===== config.mk =====
export PLATFORM = sky130hd
export DESIGN_NAME = loopback_chan
export DESIGN_NICKNAME = d
export VERILOG_FILES = /design/src/rtl/loopback_checker_pkg.sv /design/src/rtl/loopback_checker_chan.sv
export SDC_FILE = /design/constraint.sdc
export NUM_CORES = 1
export LEC_CHECK = 0
export ABC_AREA = 0
export CAP_MARGIN = 20
export CELL_PAD_IN_SITES_DETAIL_PLACEMENT = 1
export CELL_PAD_IN_SITES_GLOBAL_PLACEMENT = 2
export CORE_MARGIN = 2
export CORE_UTILIZATION = 37
export DETAILED_ROUTE_END_ITERATION = 8
export PLACE_DENSITY = 0.83
export SYNTH_ARGS = -nofsm -noshare
export SYNTH_HDL_FRONTEND = slang
export SYNTH_SLANG_ARGS = --single-unit

===== constraint.sdc =====
create_clock -name clk -period 8.3 [get_ports clk]
set_input_delay 2.075 -clock clk [delete_from_list [all_inputs] [get_ports clk]]
set_output_delay 2.075 -clock clk [all_outputs]
set_load 0.05 [all_outputs]

===== src/rtl/loopback_checker_pkg.sv =====
// Shared types, default constants and helpers for the connector loopback checker.
package loopback_pkg;

  localparam int unsigned DEF_NUM_CH  = 8;
  localparam int unsigned DEF_CNT_W   = 24;
  localparam int unsigned DEF_TOL     = 4;
  localparam int unsigned DEF_TIMEOUT = 4_000_000;

  // Comparator width: wide enough for any counter up to 32 bits plus a sign-free margin bit.
  localparam int unsigned DIFF_W = 32;

  typedef enum logic [2:0] {
    ST_IDLE      = 3'd0,
    ST_WAIT_RISE = 3'd1,
    ST_MEAS_HIGH = 3'd2,
    ST_MEAS_LOW  = 3'd3,
    ST_STUCK     = 3'd4
  } chan_state_e;

  function automatic logic [DIFF_W:0] abs_diff(input logic [DIFF_W-1:0] a,
                                               input logic [DIFF_W-1:0] b);
    logic [DIFF_W:0] ax;
    logic [DIFF_W:0] bx;
    ax = {1'b0, a};
    bx = {1'b0, b};
    return (ax >= bx) ? (ax - bx) : (bx - ax);
  endfunction

endpackage


===== src/rtl/loopback_checker_chan.sv =====
// One loopback channel: synchronizer, edge detect, period/high-time measurement FSM and
// tolerance check against the expected waveform.
module loopback_chan
  import loopback_pkg::*;
#(
  parameter int unsigned CNT_W   = DEF_CNT_W,
  parameter int unsigned TOL     = DEF_TOL,
  parameter int unsigned TIMEOUT = DEF_TIMEOUT
) (
  input  logic             clk,
  input  logic             reset,
  input  logic             enable,
  input  logic             clear_in,
  input  logic             sig,
  input  logic [CNT_W-1:0] exp_period,
  input  logic [CNT_W-1:0] exp_high,
  output logic             ok,
  output logic             fail,
  output logic             stuck,
  output logic             stb
);

  localparam logic [CNT_W-1:0]  CNT_MAX  = CNT_W'(TIMEOUT);
  localparam logic [DIFF_W:0]   DIFF_TOL = (DIFF_W + 1)'(TOL);

  logic             sync_q;
  logic             s;
  logic             s_d;
  logic             rise;
  logic             fall;
  chan_state_e      state;
  chan_state_e      state_nxt;
  logic [CNT_W-1:0] cnt;
  logic [CNT_W-1:0] cnt_nxt;
  logic [CNT_W-1:0] cnt_inc;
  logic [CNT_W-1:0] high_meas;
  logic [CNT_W-1:0] high_nxt;
  logic             ok_nxt;
  logic             fail_nxt;
  logic             stuck_nxt;
  logic             stb_nxt;
  logic             pass;

  // Two-flop synchronizer plus previous-value copy for edge detection.
  always_ff @(posedge clk) begin
    if (reset) begin
      sync_q <= 1'b0;
      s      <= 1'b0;
      s_d    <= 1'b0;
    end else begin
      sync_q <= sig;
      s      <= sync_q;
      s_d    <= s;
    end
  end

  assign rise    = s & ~s_d;
  assign fall    = ~s & s_d;
  assign cnt_inc = (cnt >= CNT_MAX) ? CNT_MAX : cnt + CNT_W'(1);

  // In MEAS_LOW the running count at the closing rise is the measured period.
  assign pass = (abs_diff(DIFF_W'(cnt), DIFF_W'(exp_period)) <= DIFF_TOL) &&
                (abs_diff(DIFF_W'(high_meas), DIFF_W'(exp_high)) <= DIFF_TOL);

  always_ff @(posedge clk) begin
    if (reset) begin
      state     <= ST_IDLE;
      cnt       <= '0;
      high_meas <= '0;
      ok        <= 1'b0;
      fail      <= 1'b0;
      stuck     <= 1'b0;
      stb       <= 1'b0;
    end else begin
      state     <= state_nxt;
      cnt       <= cnt_nxt;
      high_meas <= high_nxt;
      ok        <= ok_nxt;
      fail      <= fail_nxt;
      stuck     <= stuck_nxt;
      stb       <= stb_nxt;
    end
  end

  // Next-state logic; an evaluation overrides a coincident clear.
  always_comb begin
    state_nxt = state;
    cnt_nxt   = cnt;
    high_nxt  = high_meas;
    ok_nxt    = ok;
    fail_nxt  = fail;
    stuck_nxt = stuck;
    stb_nxt   = 1'b0;

    if (clear_in) begin
      ok_nxt   = 1'b0;
      fail_nxt = 1'b0;
    end

    if (!enable) begin
      state_nxt = ST_IDLE;
      cnt_nxt   = '0;
      stuck_nxt = 1'b0;
    end else begin
      case (state)
        ST_IDLE: begin
          state_nxt = ST_WAIT_RISE;
          cnt_nxt   = '0;
        end
        ST_WAIT_RISE: begin
          if (rise) begin
            state_nxt = ST_MEAS_HIGH;
            cnt_nxt   = CNT_W'(1);
          end else begin
            cnt_nxt = cnt_inc;
            if (cnt_inc == CNT_MAX) begin
              state_nxt = ST_STUCK;
              stuck_nxt = 1'b1;
            end
          end
        end
        ST_MEAS_HIGH: begin
          cnt_nxt = cnt_inc;
          if (fall) begin
            high_nxt  = cnt;
            state_nxt = ST_MEAS_LOW;
          end else if (cnt_inc == CNT_MAX) begin
            state_nxt = ST_STUCK;
            stuck_nxt = 1'b1;
          end
        end
        ST_MEAS_LOW: begin
          if (rise) begin
            ok_nxt    = pass;
            stb_nxt   = 1'b1;
            if (!pass) fail_nxt = 1'b1;
            cnt_nxt   = CNT_W'(1);
            state_nxt = ST_MEAS_HIGH;
          end else begin
            cnt_nxt = cnt_inc;
            if (cnt_inc == CNT_MAX) begin
              state_nxt = ST_STUCK;
              stuck_nxt = 1'b1;
            end
          end
        end
        ST_STUCK: begin
          if (rise) begin
            stuck_nxt = 1'b0;
            cnt_nxt   = CNT_W'(1);
            state_nxt = ST_MEAS_HIGH;
          end
        end
        default: begin
          state_nxt = ST_IDLE;
          cnt_nxt   = '0;
        end
      endcase
    end
  end

endmodule


# After elaboration in Yosys (flattened, before gate mapping)
# Index checks and enable logic that the tools add are counted.
# W data, S select, Z words.
[classes] magnitude_cmp=5 muxes=26 addsub=5 n_reduce_logical=8 n_eq_ne=8 bitwise=6
[ops] op="$sub A24 B24 Y25" n=4
[ops] op="$mux W24" n=3
[ops] op="$pmux W24 S3" n=1
[ops] op="$le A33 B3 Y1 const B" n=2
[ops] op="$mux W33" n=2
[ops] op="$ge A24 B24 Y1" n=2
[ops] op="$add A24 B1 Y24 const B" n=1
[ops] op="$eq A24 B22 Y1 const B" n=1
[ops] op="$ge A24 B22 Y1 const B" n=1
[ops] op="$mux W1" n=14
[ops] op="$mux W3" n=4
[ops] op="$pmux W3 S4" n=1
[ops] op="$eq A3 B2 Y1 const B" n=2
[ops] op="$ne A2 B2 Y1 const B" n=3
[ops] op="$not A1 Y1" n=4
[ops] op="$reduce_and A4 Y1" n=1
[ops] op="$reduce_or A2 Y1" n=2
[ops] op="$eq A3 B1 Y1 const B" n=1
[ops] op="$eq A3 B3 Y1 const B" n=1
[ops] op="$logic_not A3 Y1" n=1
[ops] op="$pmux W1 S3" n=1
[ops] op="$reduce_and A3 Y1" n=1
[ops] op="$reduce_bool A3 Y1" n=1
[ops] op="$reduce_or A3 Y1" n=1
[ops] op="other kinds (2)" n=3
[totals] ff_bits=58 output_inout_bits=4 input_bits=53

# Depth between registers and ports, before layout
[depth] depth_word=8 depth_mapped=15

# Worst setup path before layout
# Ideal clock, no wire load.
[synth_timing] path_type="input to register" start="in exp_high[15]" end="reg fail" setup_ns=0.143 arrival_ns=5.198 path_stages=13 t_required_ns=8.157 slack_ns=2.958 cell_sequence="inv_1 > ha_1 > buf_4 > nand4_1 > or2_1 > or4_4 > buf_6 > a221oi_4 > nor3_1 > or4b_1 > or4_1 > nor4_2 > a41oi_1"
[synth_between] elab_chain_cells=8 word_cells_on_any_way=10 cone_classes="add/sub: 2; order compare: 2; mux: 5; reduce/logical: 1"
[synth_lines] item="start, declared" line="loopback_checker_chan.sv:16" text="input logic [CNT_W-1:0] exp_high,"
[synth_lines] item="$sub A24 B24 Y25 / $ge A24 B24 Y1 (equally long branches)" line="loopback_checker_pkg.sv:26" text="return (ax >= bx) ? (ax - bx) : (bx - ax);"
[synth_lines] item="$mux W33 (*)" line="loopback_checker_pkg.sv:26"
[synth_lines] item="$le A33 B3 Y1 (*)" line="loopback_checker_chan.sv:63" text="(abs_diff(DIFF_W'(high_meas), DIFF_W'(exp_high)) <= DIFF_TOL);"
[synth_lines] item="$logic_and A1 B1 Y1 (*)" line="loopback_checker_chan.sv:62" text="assign pass = (abs_diff(DIFF_W'(cnt), DIFF_W'(exp_period)) <= DIFF_TOL) &&"
[synth_lines] item="$mux W1 (*)" line="loopback_checker_chan.sv:136" text="if (!pass) fail_nxt = 1'b1;"
[synth_lines] item="$mux W1 (*)" line="loopback_checker_chan.sv:133" text="if (rise) begin"
[synth_lines] item="$mux W1 (*)" line="loopback_checker_chan.sv:105" text="case (state)"
[synth_lines] item="$mux W1 (*)" line="loopback_checker_chan.sv:100" text="if (!enable) begin"
[synth_lines] item="end signal, assigned" line="loopback_checker_chan.sv:79" text="fail <= fail_nxt;"
[synth_lines] item="end, declared" line="loopback_checker_chan.sv:18" text="output logic fail,"
# Every way passes the cells marked *; elsewhere a longest branch is shown, timed or not.
# A chain may end at the register's enable or synchronous reset.

# Worst setup path after layout
[layout_timing] start="in exp_high[4]" end="reg fail"
# Same word-level chain as after synthesis.

==> impl_results.md <==
- Outcome: finished, final reports clean
- Initial Util: 0.373
- Die width: 154 microns
- Post-DP HPWL: 25200 microns
- #FFs+latches synth: 58
- Met3 wire length: 694 microns
- Finish-stage setup viols: 0
- CTS Hold Bufs: 0
- Synth unique cells: 75
- Maxcap violations: 0
- Largest cells by area after synthesis: ha_1 (15%), dfxtp_1 (14%), a21oi_1 (9.6%)
- Clk sinks: 58
- Sequential area share after synthesis: 0.139
- Syn nets: 1380
- CTS Root Cell: clkbuf_16
- Hold Fails Final Rpt: 0
- Dpl ws: 1750 ps
- Top Ports: 57
- TritonCTS clock tree: built
- Synth Cell Area: 8370 sq um
- Row count: 55
- Critical Path Start Type: input port
- Slew @ Worst Pin: 1080 ps
- Post-synth top area share: 0.147
- Min setup slack post-route: 2020 ps
- Power Density: 96.4 nW/um^2
- Inserted Clock Buffers: 9
- Syn. warnings: 0
- Area leader, netlist: ha_1
- # nets final: 1376
- Fmax: 159 MHz
- GRT overflow: 0
- Largest net degree at the start of global routing: 32
- Dominant cell by count in the synthesized netlist: a21oi_1
- Clock slew seen by the registers of the worst setup and hold paths: 60 ps
- Core Util, Final: 0.413
- Setup skew after layout: 9.53 ps
- Initial antenna violation count: 0
- Share of cells above drive strength 1: 0.0374
- Slew headroom: 0.276
- Port bufs: 56
- Number of antenna diodes: 0
- Worst-path maximum fanout: 15
- Vias in the first global route: 9099
- Post-DRT Antenna Nets: 0
- WP data required: 8500 ps
- Largest regs: cnt (24), high_meas (24), state (3)
- Avg Synthesized Cell Area: 6.81 sq um
- Tmin final: 6280 ps
- Routed len/inst: 20.6 microns
- Met2 WL: 14700 microns
- Post-Synthesis Cells: 1229
- CTS resizes: 0
- GRT Total Usage: 0.263
- Die area: 23800 sq um
- Final wirelength: 31200 microns
- Worst Hold Class: reg2reg
- Setup Crit Path Kind: in2reg
- Die Y: 154 microns
- Pleak: 3.70 nW
- Vias per inst: 5.93
- 1st-iter DRT viols: 364
- Commonest cells in the netlist: a21oi_1 (161), nand2_1 (124), inv_1 (114)
- Setup crit end kind: flip-flop
- Post-synth EDFFs: 0
- DR DRC count: 0
- Asr flop ratio synth: 0
- Post-CTS setup buffer count: 0
- RSZ-0062 raised after global routing: false
- RePlAce Congestion: 0.895
- Worst-case clock buffer depth: 2
- Ratio of final minimum period to clock period: 0.756
- Clk Latency, worst-skew pair: 340 ps
- Maximum VDD drop: 0.0703 mV
- Count of final max-slew check failures: 0
- Met1 Wirelength: 14500 microns
- Final setup TNS: 0 ps
- Area grow syn2layout: 10.8%
- Vias post-DR: 8984
- Critical Path AT: 6470 ps
- First-pass GRT wire length: 49800 microns
- Core area: 22400 sq um
- # H-tree levels: 3
- 1st-pass router iterations: 4
- Main synth FF type: dfxtp_1
- Max layer used: met4
[per-stage QoR]
step,hold WS (ps),instances,instance area (sq um),total power [mW]
final,464,1515,9270,0.894
after CTS,469,1515,9270,0.905
after floorplan,414,1229,8370,0.439
after global placement,422,1499,8980,0.518
after global routing,492,1515,9270,0.942
after detailed placement,454,1499,8980,0.518
[worst max-delay path: stages]
cell             delay [ps]
clkdlybuf4s50_1         480
inv_1                    50
ha_1                    480
a21oi_1                 390
o21bai_1                200
a2111oi_0               930
o21ai_0                 480
xnor2_1                 240
nor2_1                  160
o31ai_1                  80
or4_1                   440
nor4_2                  300
a41oi_1                 170
[per-layer routing]
layer  vias up  track usage
li1       4426            -
met1      4338        0.343
met2       155        0.448
met3        65       0.0202
met4         0        0.113
met5         -            0
[layout by cell type, fill, tap and decap left out, drive strengths merged, types with 6 or more instances in the layout]
cell type      netlist  layout
mux2i               12      12
o211ai              15      15
nor2b               15      15
o31ai                8       8
or2                 10      10
inv                114     114
and2                10      10
o21bai              13      13
dfxtp               58      58
nand2b              11      11
nand2              124     124
o21a                 7       7
and4                 9       9
a21oi              162     162
or3                  8       8
nor3                43      43
or4                  7       7
a21o                39      39
a211oi              12      12
xnor2               22      22
clkdlybuf4s50        0      56
and3                19      19
a31oi               16      16
nand4               24      24
nor2                63      63
o21ai              101     101
xor2                15      15
nand3               25      25
a2111oi             10      10
nor4                15      15
ha                  98      98
clkbuf              56       9
o221ai               6       6
[cell families (layout without fill, tap and decap cells)]
group | Yosys count | after routing | synth area share
fa+ha+maj | 98 | 98 | 0.147
simple gates | 392 | 392 | 0.238
mux | 13 | 13 | 0.0157
buf+inv | 188 | 189 | 0.0911
flops | 58 | 58 | 0.139
compound gates | 443 | 443 | 0.331
xor+xnor | 37 | 37 | 0.0387
[worst paths after layout]
path,startpoint,endpoint,slack [ps],depth (start not counted)
setup / recovery,exp_high[4],fail$_SDFF_PP0_,2020,13
hold / removal,sync_q$_SDFF_PP0_,s$_SDFF_PP0_,460,1
hold reg to reg,sync_q$_SDFF_PP0_,s$_SDFF_PP0_,460,1
setup reg to reg,cnt[0]$_SDFFE_PP0P_,fail$_SDFF_PP0_,3920,12
[power by group]
part / internal (mW) / total [mW] / switching, mW
sequential: 0.280 / 0.281 / 0.00181
combinational: 0.0928 / 0.234 / 0.141
clock: 0.232 / 0.379 / 0.148
total: 0.604 / 0.894 / 0.290
[area by class of cell]
class | count | area (sq um)
clock buffers | 9 | 225
clock inverters | 7 | 70.1
fillers | 2890 | 13200
inverters | 114 | 428
multi-input cells | 983 | 6450
flip-flops and latches | 58 | 1160
well taps | 285 | 357
repair buffers | 59 | 583
(Power assumes the default switching activity.)
